File: src/rtl/pipeline_hazard_ctrl_pkg.sv
// rtl/pipeline_hazard_ctrl_pkg.sv - opcodes, jump/branch flags and sequencer states
package pipe_ctrl_pkg;

  localparam logic [5:0] OP_R_TYPE = 6'b000000;
  localparam logic [5:0] OP_J      = 6'b000010;
  localparam logic [5:0] OP_JAL    = 6'b000011;
  localparam logic [5:0] OP_BEQ    = 6'b000100;
  localparam logic [5:0] OP_BNE    = 6'b000101;
  localparam logic [5:0] OP_STOP   = 6'b111111;

  localparam logic [5:0] FN_JR     = 6'b001000;

  typedef enum logic [1:0] {
    JB_NONE   = 2'b00,
    JB_BRANCH = 2'b01,
    JB_JUMP   = 2'b10
  } jb_flag_e;

  typedef enum logic [1:0] {
    ST_RUN   = 2'b00,
    ST_DRAIN = 2'b01,
    ST_HALT  = 2'b10
  } state_e;

  // Instructions whose operands are compared in ID, so they need EX/MEM results early.
  function automatic logic resolves_in_id(input logic [5:0] op, input logic [5:0] funct);
    return (op == OP_BEQ) || (op == OP_BNE) || ((op == OP_R_TYPE) && (funct == FN_JR));
  endfunction

endpackage

File: src/rtl/pipeline_hazard_ctrl_if.sv
// rtl/pipeline_hazard_ctrl_if.sv - decode-side bundle between ID logic and the sequencer
interface pipeline_hazard_ctrl_if #(
  parameter int CNT_W = 16
);

  logic [5:0]       id_op;
  logic [5:0]       id_funct;
  logic [4:0]       id_rs;
  logic [4:0]       id_rt;
  logic             id_invalid_rt;
  logic [1:0]       id_jb_flag;
  logic             ex_mem_to_reg;
  logic             ex_reg_write;
  logic [4:0]       ex_wreg;
  logic             mem_mem_to_reg;
  logic [4:0]       mem_wreg;
  logic             pc_write;
  logic             ifid_write;
  logic             ifid_flush;
  logic             ctl_mux;
  logic             halted;
  logic [CNT_W-1:0] stall_count;

  modport master (
    output id_op, id_funct, id_rs, id_rt, id_invalid_rt, id_jb_flag,
    output ex_mem_to_reg, ex_reg_write, ex_wreg, mem_mem_to_reg, mem_wreg,
    input  pc_write, ifid_write, ifid_flush, ctl_mux, halted, stall_count
  );

  modport slave (
    input  id_op, id_funct, id_rs, id_rt, id_invalid_rt, id_jb_flag,
    input  ex_mem_to_reg, ex_reg_write, ex_wreg, mem_mem_to_reg, mem_wreg,
    output pc_write, ifid_write, ifid_flush, ctl_mux, halted, stall_count
  );

endinterface

File: src/rtl/pipeline_hazard_ctrl_hazard_detect.sv
// rtl/pipeline_hazard_ctrl_hazard_detect.sv - combinational load-use and branch-operand hazard detection
module hazard_detect
  import pipe_ctrl_pkg::*;
(
  input  logic [5:0] i_id_op,
  input  logic [5:0] i_id_funct,
  input  logic [4:0] i_id_rs,
  input  logic [4:0] i_id_rt,
  input  logic       i_id_invalid_rt,
  input  logic       i_ex_mem_to_reg,
  input  logic       i_ex_reg_write,
  input  logic [4:0] i_ex_wreg,
  input  logic       i_mem_mem_to_reg,
  input  logic [4:0] i_mem_wreg,
  output logic       o_lu_haz,
  output logic       o_br_haz
);

  // $0 is never a real dependency; rt only counts when the decoder says it is read.
  function automatic logic src_hit(input logic [4:0] r, input logic [4:0] rs,
                                   input logic [4:0] rt, input logic invalid_rt);
    return (r != 5'd0) && ((r == rs) || (!invalid_rt && (r == rt)));
  endfunction

  logic w_ex_hit;
  logic w_mem_hit;

  assign w_ex_hit  = src_hit(i_ex_wreg,  i_id_rs, i_id_rt, i_id_invalid_rt);
  assign w_mem_hit = src_hit(i_mem_wreg, i_id_rs, i_id_rt, i_id_invalid_rt);

  assign o_lu_haz = i_ex_mem_to_reg && w_ex_hit;
  assign o_br_haz = resolves_in_id(i_id_op, i_id_funct) &&
                    ((i_ex_reg_write && w_ex_hit) || (i_mem_mem_to_reg && w_mem_hit));

endmodule

File: src/rtl/pipeline_hazard_ctrl.sv
// rtl/pipeline_hazard_ctrl.sv - front-end sequencer: stall, flush and drain-to-halt on STOP
module pipeline_hazard_ctrl
  import pipe_ctrl_pkg::*;
#(
  parameter int CNT_W        = 16,
  parameter int DRAIN_CYCLES = 3
) (
  input  logic                  clk,
  input  logic                  reset,
  pipeline_hazard_ctrl_if.slave bus
);

  localparam int                 DRAIN_W    = (DRAIN_CYCLES > 1) ? $clog2(DRAIN_CYCLES) : 1;
  localparam logic [DRAIN_W-1:0] DRAIN_LOAD = DRAIN_W'(DRAIN_CYCLES - 1);
  localparam logic [CNT_W-1:0]   CNT_MAX    = '1;

  state_e             r_state;
  state_e             w_next_state;
  logic [DRAIN_W-1:0] r_drain_cnt;
  logic [DRAIN_W-1:0] w_next_drain;
  logic [CNT_W-1:0]   r_stall_cnt;
  logic               w_lu_haz;
  logic               w_br_haz;
  logic               w_is_stop;
  logic               w_stall;
  logic               w_count_stall;
  logic               w_pc_write;
  logic               w_ifid_write;
  logic               w_ifid_flush;
  logic               w_ctl_mux;

  hazard_detect u_hazard_detect (
    .i_id_op          (bus.id_op),
    .i_id_funct       (bus.id_funct),
    .i_id_rs          (bus.id_rs),
    .i_id_rt          (bus.id_rt),
    .i_id_invalid_rt  (bus.id_invalid_rt),
    .i_ex_mem_to_reg  (bus.ex_mem_to_reg),
    .i_ex_reg_write   (bus.ex_reg_write),
    .i_ex_wreg        (bus.ex_wreg),
    .i_mem_mem_to_reg (bus.mem_mem_to_reg),
    .i_mem_wreg       (bus.mem_wreg),
    .o_lu_haz         (w_lu_haz),
    .o_br_haz         (w_br_haz)
  );

  assign w_is_stop = (bus.id_op == OP_STOP);
  assign w_stall   = (w_lu_haz || w_br_haz) && !w_is_stop;

  always_comb begin
    w_next_state  = r_state;
    w_next_drain  = r_drain_cnt;
    w_count_stall = 1'b0;
    w_pc_write    = 1'b0;
    w_ifid_write  = 1'b0;
    w_ifid_flush  = 1'b0;
    w_ctl_mux     = 1'b1;
    case (r_state)
      ST_RUN: begin
        if (w_is_stop) begin
          w_next_state = (DRAIN_CYCLES > 1) ? ST_DRAIN : ST_HALT;
          w_next_drain = DRAIN_LOAD;
        end else if (w_stall) begin
          w_count_stall = 1'b1;
        end else begin
          w_pc_write   = 1'b1;
          w_ifid_write = 1'b1;
          w_ctl_mux    = 1'b0;
          w_ifid_flush = (bus.id_jb_flag != JB_NONE);
        end
      end
      // Leave on the edge that would take the count to zero so halted lands DRAIN_CYCLES edges after STOP.
      ST_DRAIN: begin
        if (r_drain_cnt <= DRAIN_W'(1)) begin
          w_next_state = ST_HALT;
        end else begin
          w_next_drain = r_drain_cnt - DRAIN_W'(1);
        end
      end
      default: begin
      end
    endcase
    if (!reset) begin
      w_pc_write   = 1'b0;
      w_ifid_write = 1'b0;
      w_ifid_flush = 1'b0;
      w_ctl_mux    = 1'b1;
    end
  end

  always_ff @(posedge clk or negedge reset) begin
    if (!reset) begin
      r_state     <= ST_RUN;
      r_drain_cnt <= '0;
      r_stall_cnt <= '0;
    end else begin
      r_state     <= w_next_state;
      r_drain_cnt <= w_next_drain;
      if (w_count_stall && (r_stall_cnt != CNT_MAX)) begin
        r_stall_cnt <= r_stall_cnt + CNT_W'(1);
      end
    end
  end

  assign bus.pc_write    = w_pc_write;
  assign bus.ifid_write  = w_ifid_write;
  assign bus.ifid_flush  = w_ifid_flush;
  assign bus.ctl_mux     = w_ctl_mux;
  assign bus.halted      = (r_state == ST_HALT);
  assign bus.stall_count = r_stall_cnt;

endmodule

File: src/flat_wrapper.sv
// flat-port wrapper written by rule: the top's interface ports become plain ports
module pipeline_hazard_ctrl_flat import pipe_ctrl_pkg::*;
#(
  parameter int CNT_W        = 16,
  parameter int DRAIN_CYCLES = 3
)
  (clk, reset, bus_id_op, bus_id_funct, bus_id_rs, bus_id_rt, bus_id_invalid_rt, bus_id_jb_flag, bus_ex_mem_to_reg, bus_ex_reg_write, bus_ex_wreg, bus_mem_mem_to_reg, bus_mem_wreg, bus_pc_write, bus_ifid_write, bus_ifid_flush, bus_ctl_mux, bus_halted, bus_stall_count);
  pipeline_hazard_ctrl_if #(.CNT_W(CNT_W)) bus_i ();
  input  logic clk;
  input  logic reset;
  input wire logic [$bits(bus_i.id_op)-1:0] bus_id_op;
  input wire logic [$bits(bus_i.id_funct)-1:0] bus_id_funct;
  input wire logic [$bits(bus_i.id_rs)-1:0] bus_id_rs;
  input wire logic [$bits(bus_i.id_rt)-1:0] bus_id_rt;
  input wire logic [$bits(bus_i.id_invalid_rt)-1:0] bus_id_invalid_rt;
  input wire logic [$bits(bus_i.id_jb_flag)-1:0] bus_id_jb_flag;
  input wire logic [$bits(bus_i.ex_mem_to_reg)-1:0] bus_ex_mem_to_reg;
  input wire logic [$bits(bus_i.ex_reg_write)-1:0] bus_ex_reg_write;
  input wire logic [$bits(bus_i.ex_wreg)-1:0] bus_ex_wreg;
  input wire logic [$bits(bus_i.mem_mem_to_reg)-1:0] bus_mem_mem_to_reg;
  input wire logic [$bits(bus_i.mem_wreg)-1:0] bus_mem_wreg;
  output wire logic [$bits(bus_i.pc_write)-1:0] bus_pc_write;
  output wire logic [$bits(bus_i.ifid_write)-1:0] bus_ifid_write;
  output wire logic [$bits(bus_i.ifid_flush)-1:0] bus_ifid_flush;
  output wire logic [$bits(bus_i.ctl_mux)-1:0] bus_ctl_mux;
  output wire logic [$bits(bus_i.halted)-1:0] bus_halted;
  output wire logic [$bits(bus_i.stall_count)-1:0] bus_stall_count;
  assign bus_i.id_op = bus_id_op;
  assign bus_i.id_funct = bus_id_funct;
  assign bus_i.id_rs = bus_id_rs;
  assign bus_i.id_rt = bus_id_rt;
  assign bus_i.id_invalid_rt = bus_id_invalid_rt;
  assign bus_i.id_jb_flag = bus_id_jb_flag;
  assign bus_i.ex_mem_to_reg = bus_ex_mem_to_reg;
  assign bus_i.ex_reg_write = bus_ex_reg_write;
  assign bus_i.ex_wreg = bus_ex_wreg;
  assign bus_i.mem_mem_to_reg = bus_mem_mem_to_reg;
  assign bus_i.mem_wreg = bus_mem_wreg;
  assign bus_pc_write = bus_i.pc_write;
  assign bus_ifid_write = bus_i.ifid_write;
  assign bus_ifid_flush = bus_i.ifid_flush;
  assign bus_ctl_mux = bus_i.ctl_mux;
  assign bus_halted = bus_i.halted;
  assign bus_stall_count = bus_i.stall_count;
  pipeline_hazard_ctrl #(.CNT_W(CNT_W), .DRAIN_CYCLES(DRAIN_CYCLES)) u_core (.clk(clk), .reset(reset), .bus(bus_i));
endmodule
File: config.mk
export PLATFORM = sky130hd
export DESIGN_NAME = pipeline_hazard_ctrl_flat
export DESIGN_NICKNAME = d
export VERILOG_FILES = /design/src/rtl/pipeline_hazard_ctrl_pkg.sv /design/src/rtl/pipeline_hazard_ctrl_if.sv /design/src/rtl/pipeline_hazard_ctrl_hazard_detect.sv /design/src/rtl/pipeline_hazard_ctrl.sv /design/src/flat_wrapper.sv
export SDC_FILE = /design/constraint.sdc
export NUM_CORES = 1
export LEC_CHECK = 0
export BUFFER_PORTS_ARGS = -buffer_cell sky130_fd_sc_hd__buf_2
export CAP_MARGIN = 20
export CORE_UTILIZATION = 30
export CTS_BUF_LIST = sky130_fd_sc_hd__clkbuf_8
export DETAILED_ROUTE_END_ITERATION = 10
export GPL_ROUTABILITY_DRIVEN = 0
export PLACE_DENSITY = 0.54
export SLEW_MARGIN = 20
export SYNTH_ARGS = -nofsm -noshare
export SYNTH_HDL_FRONTEND = slang
export SYNTH_SLANG_ARGS = --single-unit
File: constraint.sdc
create_clock -name clk -period 2.33 [get_ports clk]
set_input_delay 0.466 -clock clk [delete_from_list [all_inputs] [get_ports clk]]
set_output_delay 0.466 -clock clk [all_outputs]
set_load 0.05 [all_outputs]
* Yosys cells after proc, flatten, opt, wreduce, memory -nomap -nowiden *
Index checks and enable logic that the tools add are counted.

storage, ports and cells
  register bits = 20
  latch bits = 0
  RAM bits = 0
  bits in read-only memories = 0
  input port bits = 40
  output and inout bits = 21
  word-level logic and storage cells = 67
  memories kept = 0

cells by class
  $add $sub $neg = 2
  multipliers = 0
  divide/modulo/power cells = 0
  magnitude comparators = 1
  equality and inequality tests = 14
  shift operators = 0
  mux-type cells = 20
  bitwise operators = 0
  reduce and logical (&&, ||, !) cells = 27

operator list
  cell                                                                              count
  5-bit == test                                                                     4
  16-bit by 1-bit adder with 16-bit output, second input constant                   1
  16-bit != test, second input constant                                             1
  1-bit two-way mux                                                                 14
  6-bit by 3-bit == test with 1-bit output, second input constant                   2
  1-bit logical AND                                                                 11
  5-bit nonzero test                                                                2
  2-bit two-way mux                                                                 4
  2-bit one-hot mux with 2 select lines                                             2
  6-bit by 4-bit == test with 1-bit output, second input constant                   1
  6-bit == test, second input constant                                              1
  6-bit logical NOT                                                                 1
  1-bit logical OR                                                                  6
  3-bit AND reduction                                                               2
  2-bit by 1-bit != test with 1-bit output, second input constant                   2
  2-bit nonzero test                                                                2
  2-bit by 1-bit == test with 1-bit output, second input constant                   1
  2-bit == test, second input constant                                              1
  2-bit by 1-bit less-or-equal comparator with 1-bit output, second input constant  1
  1-bit logical NOT                                                                 2
  2-bit logical NOT                                                                 1
  2-bit != test, second input constant                                              1
  2-bit by 1-bit subtractor with 2-bit output, second input constant                1

* Longest topological paths before layout *
  word-level depth = 13
  gate-level depth with buffers = 8
  depth with buffers taken out = 6

* Modules after synthesis *
Synthesis repeated with hierarchy kept, for this count alone.

unflattened totals
  cells, all modules = 140
  area total of the unflattened synthesis = 1410.1 um^2

modules (own cells, without submodules)
  module                times used  cells an instance  area an instance (um^2)  seq. area each (um^2)
  pipeline_hazard_ctrl  1           101                1106.1                   500.5
  hazard_detect         1           39                 304.0                    0.0

* Worst setup path after synthesis *
No wires, ideal clock.

  path type = input to output
  from = input bus_mem_wreg[1]
  to = output bus_ifid_flush
  arrival = 2.746 ns
  required time = 1.864 ns
  slack = -0.882 ns
  stages on the path = 6
  path buffers = 0
  cells stage by stage = or4_1 -> o211ai_2 -> nor2_1 -> a32o_2 -> nor2_1 -> o21a_1

between the ends
  cells in the longest elaborated chain, start to end = 13
  elaborated cells between the ends (all ways) = 15
  classes of those cells = eq/ne (2); mux (4); reduce/logical (9)

ends and longest elaborated chain
  element              RTL line                                  text
  start: declaration   flat_wrapper.sv:21                        input wire logic [$bits(bus_i.mem_wreg)-1:0] bus_mem_wreg;
  5-bit == test        pipeline_hazard_ctrl_hazard_detect.sv:22  return (r != 5'd0) && ((r == rs) || (!invalid_rt && (r == rt)));
  1-bit logical AND    pipeline_hazard_ctrl_hazard_detect.sv:22
  1-bit logical OR     pipeline_hazard_ctrl_hazard_detect.sv:22
  1-bit logical AND *  pipeline_hazard_ctrl_hazard_detect.sv:22
  1-bit logical AND *  pipeline_hazard_ctrl_hazard_detect.sv:33  ((i_ex_reg_write && w_ex_hit) || (i_mem_mem_to_reg && w_mem_hit));
  1-bit logical OR *   pipeline_hazard_ctrl_hazard_detect.sv:33
  1-bit logical AND *  pipeline_hazard_ctrl_hazard_detect.sv:32  assign o_br_haz = resolves_in_id(i_id_op, i_id_funct) &&
  1-bit logical OR *   pipeline_hazard_ctrl.sv:48                assign w_stall = (w_lu_haz || w_br_haz) && !w_is_stop;
  1-bit logical AND *  pipeline_hazard_ctrl.sv:48
  1-bit two-way mux *  pipeline_hazard_ctrl.sv:63                end else if (w_stall) begin
  1-bit two-way mux *  pipeline_hazard_ctrl.sv:60                if (w_is_stop) begin
  1-bit two-way mux *  pipeline_hazard_ctrl.sv:58                case (r_state)
  1-bit two-way mux *  pipeline_hazard_ctrl.sv:83                if (!reset) begin
  end: declaration     flat_wrapper.sv:24                        output wire logic [$bits(bus_i.ifid_flush)-1:0] bus_ifid_flush;

Mark *: on every way between the ends. The rest lies on a longest branch, timed or not.

* Final worst setup path *
Ends and elaborated chain as after synthesis.

==> reports/qor.txt <==
grt ovf: 0
RSZ-0062 raised after global routing: true
post-synthesis cell count: 143
Tmin final: 2.42 ns
Setup crit start kind: primary input
CTS tree: done
f_max: 0.414 GHz
Synth Cell Area: 0.00132 mm²
IO Count: 61
slew margin rel.: 81.3%
MaxCap Viol Count: 0
clk root buf: clkbuf_8
Post-route DRC: 0
Critical Path RT: 1.86 ns
Ant. Diodes: 0
pins over their slew limit: 0
syn_nets: 185
WL/cell: 12.5 µm
Core Region: 0.00412 mm²
Slew @ Worst Pin: 0.281 ns
clock latency on the worst-skew pair: 0.26 ns
synth-to-layout area growth: 40.2%
Critical Path End Type: output port
CTS clk-pin slew, worst paths: 0.07 ns
Hold Path Class: in2async
Crit path largest cell delay: 0.53 ns
nets: 255
final hold violation count: 0
sequential share of the synthesized area: 37.9%
gr usage total: 15.2%
final setup margin: -0.0872 ns
Clock Path Buffers: 2
vias post-DR: 1247
Fillers: 433
Setup CP Type: in2out
first-pass GRT wire length: 5170 µm
PwrDens: 551 mW/mm²
fin crit share: 104%
multi-input combinational cell area: 790 µm²
static leakage: 0.863 nW
Largest delay share family, worst path: simple AND/OR/NAND/NOR gates
Yosys cell types: 35
Die X-Extent: 68.4 µm
Rows: 23
FF-to-FF path depth: 6
hold buffers post-CTS: 0
outcome: finished, violations left
Routed WL: 3260 µm
Avg Cell Area, Syn: 9.24 µm²
initial antenna violation count: 0
port bufs: 60
hpwl dp: 2590 µm
reg2reg setup slack: 0.42 ns
Pre-Repair DR Iteration Count: 4
sum of buffers and inverters on the critical path: 2
power consumption: 1.02 mW
clk sinks: 20
DRT antenna net count: 0
fin util: 45.0%
largest net degree at the start of global routing: 21
total area of sequential cells: 500 µm²
Yosys reg bits: 20
Die ar.: 0.00467 mm²
Worst EP arrival: 1.95 ns
starting density of the core: 32.1%
Worst VDD drop: 0.581 mV
setup-violating endpoint count in the final report: 4
share of layout cells above drive strength 1: 38.2%
skew final: 0.00120 ns
Die Y: 68.4 µm
vias in the first global route: 1183
failing checks: negative setup slack
Yosys warning count: 0
RR Startpoint: u_core.bus.stall_count[0]
CTS Buf Count: 3
Vias/cell: 4.76
crit-path cells: buf_6, or4_4, o211ai_2, nor2_1, a32o_2, nor2_4, o21a_4, buf_8
worst-path maximum fanout: 4
RR Endpoint: u_core.bus.stall_count[1]
H-tree depth: 1
initial DRC count: 24
Slowest-stage cell, CP: or4_4
Yosys cell counts:
| library cell | number | share of area, % |
|---|---|---|
| nand3b_1 | 1 | 0.57 |
| o32ai_1 | 2 | 1.3 |
| ha_1 | 2 | 1.9 |
| nand3_1 | 11 | 4.2 |
| or4_1 | 1 | 0.57 |
| nor2_1 | 8 | 2.3 |
| inv_1 | 4 | 1.1 |
| and2_1 | 1 | 0.47 |
| o21ai_0 | 1 | 0.38 |
| a22o_1 | 1 | 0.66 |
| mux2_2 | 1 | 0.85 |
| buf_6 | 1 | 0.85 |
| o211ai_2 | 1 | 0.95 |
| nor4_1 | 1 | 0.47 |
| a21o_1 | 1 | 0.57 |
| nor4b_1 | 1 | 0.66 |
| a21oi_1 | 4 | 1.5 |
| o21bai_1 | 1 | 0.57 |
| and4_1 | 1 | 0.66 |
| a31oi_1 | 1 | 0.47 |
| xor2_1 | 2 | 1.3 |
| o31ai_1 | 1 | 0.57 |
| o21a_1 | 2 | 1.1 |
| nand2b_1 | 1 | 0.47 |
| dfrtp_1 | 20 | 38 |
| buf_2 | 1 | 0.38 |
| xnor2_1 | 33 | 22 |
| nand2_1 | 12 | 3.4 |
| and3_1 | 6 | 2.8 |
| a32o_2 | 1 | 0.85 |
| nand4b_1 | 1 | 0.66 |
| clkbuf_1 | 3 | 0.85 |
| nor3_1 | 5 | 1.9 |
| buf_4 | 1 | 0.57 |
| nand4_1 | 9 | 4.3 |
flip-flops by register name, indices dropped and copies added (netlist names):
signal / flops
u_core.bus.stall_count: 16
u_core.r_drain_cnt: 2
u_core.r_state: 2
placed cells by master (no fill, tap or decap), types with 2 or more instances in the layout:
cell type	count
nand4_1	9
ha_1	2
buf_4	10
xnor2_1	33
buf_8	3
buf_6	3
o32ai_1	2
inv_1	4
and3_1	6
nand2_1	12
clkbuf_8	4
xor2_1	2
buf_2	55
nand3_1	11
a21oi_1	4
dfrtp_1	20
nor2_1	7
nor3_1	5
final cells by class:
type | instances | share of cell area (%)
timing repair buffer | 71 | 23.2
tap | 50 | 3.38
inverter | 4 | 0.811
clock buffer | 4 | 2.97
sequential | 20 | 27.0
multi-input combinational | 113 | 42.6
timing repair:
action / CTS / global route
resized for setup: 11 / 2
endpoints found under the setup margin: 4 / 4
pin swaps: 2 / 0
setup buffers: 1 / 1
worst max path at each step:
stage | end | start | slack (ns) | depth (start not counted)
2_1_floorplan | bus_ctl_mux | bus_mem_wreg[1] | -0.25 | 6
3_3_place_gp | bus_ifid_flush | bus_mem_wreg[1] | -0.21 | 8
3_5_place_dp | bus_ifid_flush | bus_mem_wreg[1] | -0.22 | 8
4_1_cts | bus_ifid_flush | bus_mem_wreg[1] | -0.09 | 8
5_1_grt | bus_ifid_flush | bus_mem_wreg[1] | -0.12 | 8
6_report | bus_ifid_flush | bus_mem_wreg[1] | -0.09 | 8
cells by family (layout without fill, tap and decap cells):
logic type,count (synthesis),in the layout,share of synthesized area [%]
simple gates,59,59,23.4
xor+xnor,35,35,23.2
flops,20,20,37.9
compound gates,16,16,9.00
buf+inv,10,79,3.79
fa+ha+maj,2,2,1.89
mux,1,1,0.852
stage by stage:
step           setup TNS [ns]  cells  cell area, µm²  hold WS (ns)  worst slack, ns
2_1_floorplan          -0.626    143            1340         0.170           -0.253
3_3_place_gp           -0.529    256            1740         0.476           -0.208
3_5_place_dp           -0.587    256            1740         0.478           -0.225
4_1_cts                -0.192    261            1840         0.209          -0.0886
5_1_grt                -0.380    262            1850         0.215           -0.116
6_report               -0.243    262            1850         0.197          -0.0872
routing by layer:
layer  GRT usage (%)  vias up  wire [µm]
met1            17.3      575       1460
met5               0        -          0
met4            4.69        0         34
met3            3.67        4        179
li1                -      641          -
met2            27.5       27       1590
power breakdown:
group | total, mW | switching [mW] | internal [mW] | leakage, nW
sequential | 0.426 | 0.0460 | 0.380 | 0.270
combinational | 0.328 | 0.193 | 0.135 | 0.565
clock | 0.266 | 0.116 | 0.150 | 0.0288
total | 1.02 | 0.355 | 0.666 | 0.863
No activity file was read; power rests on OpenSTA's default activity.
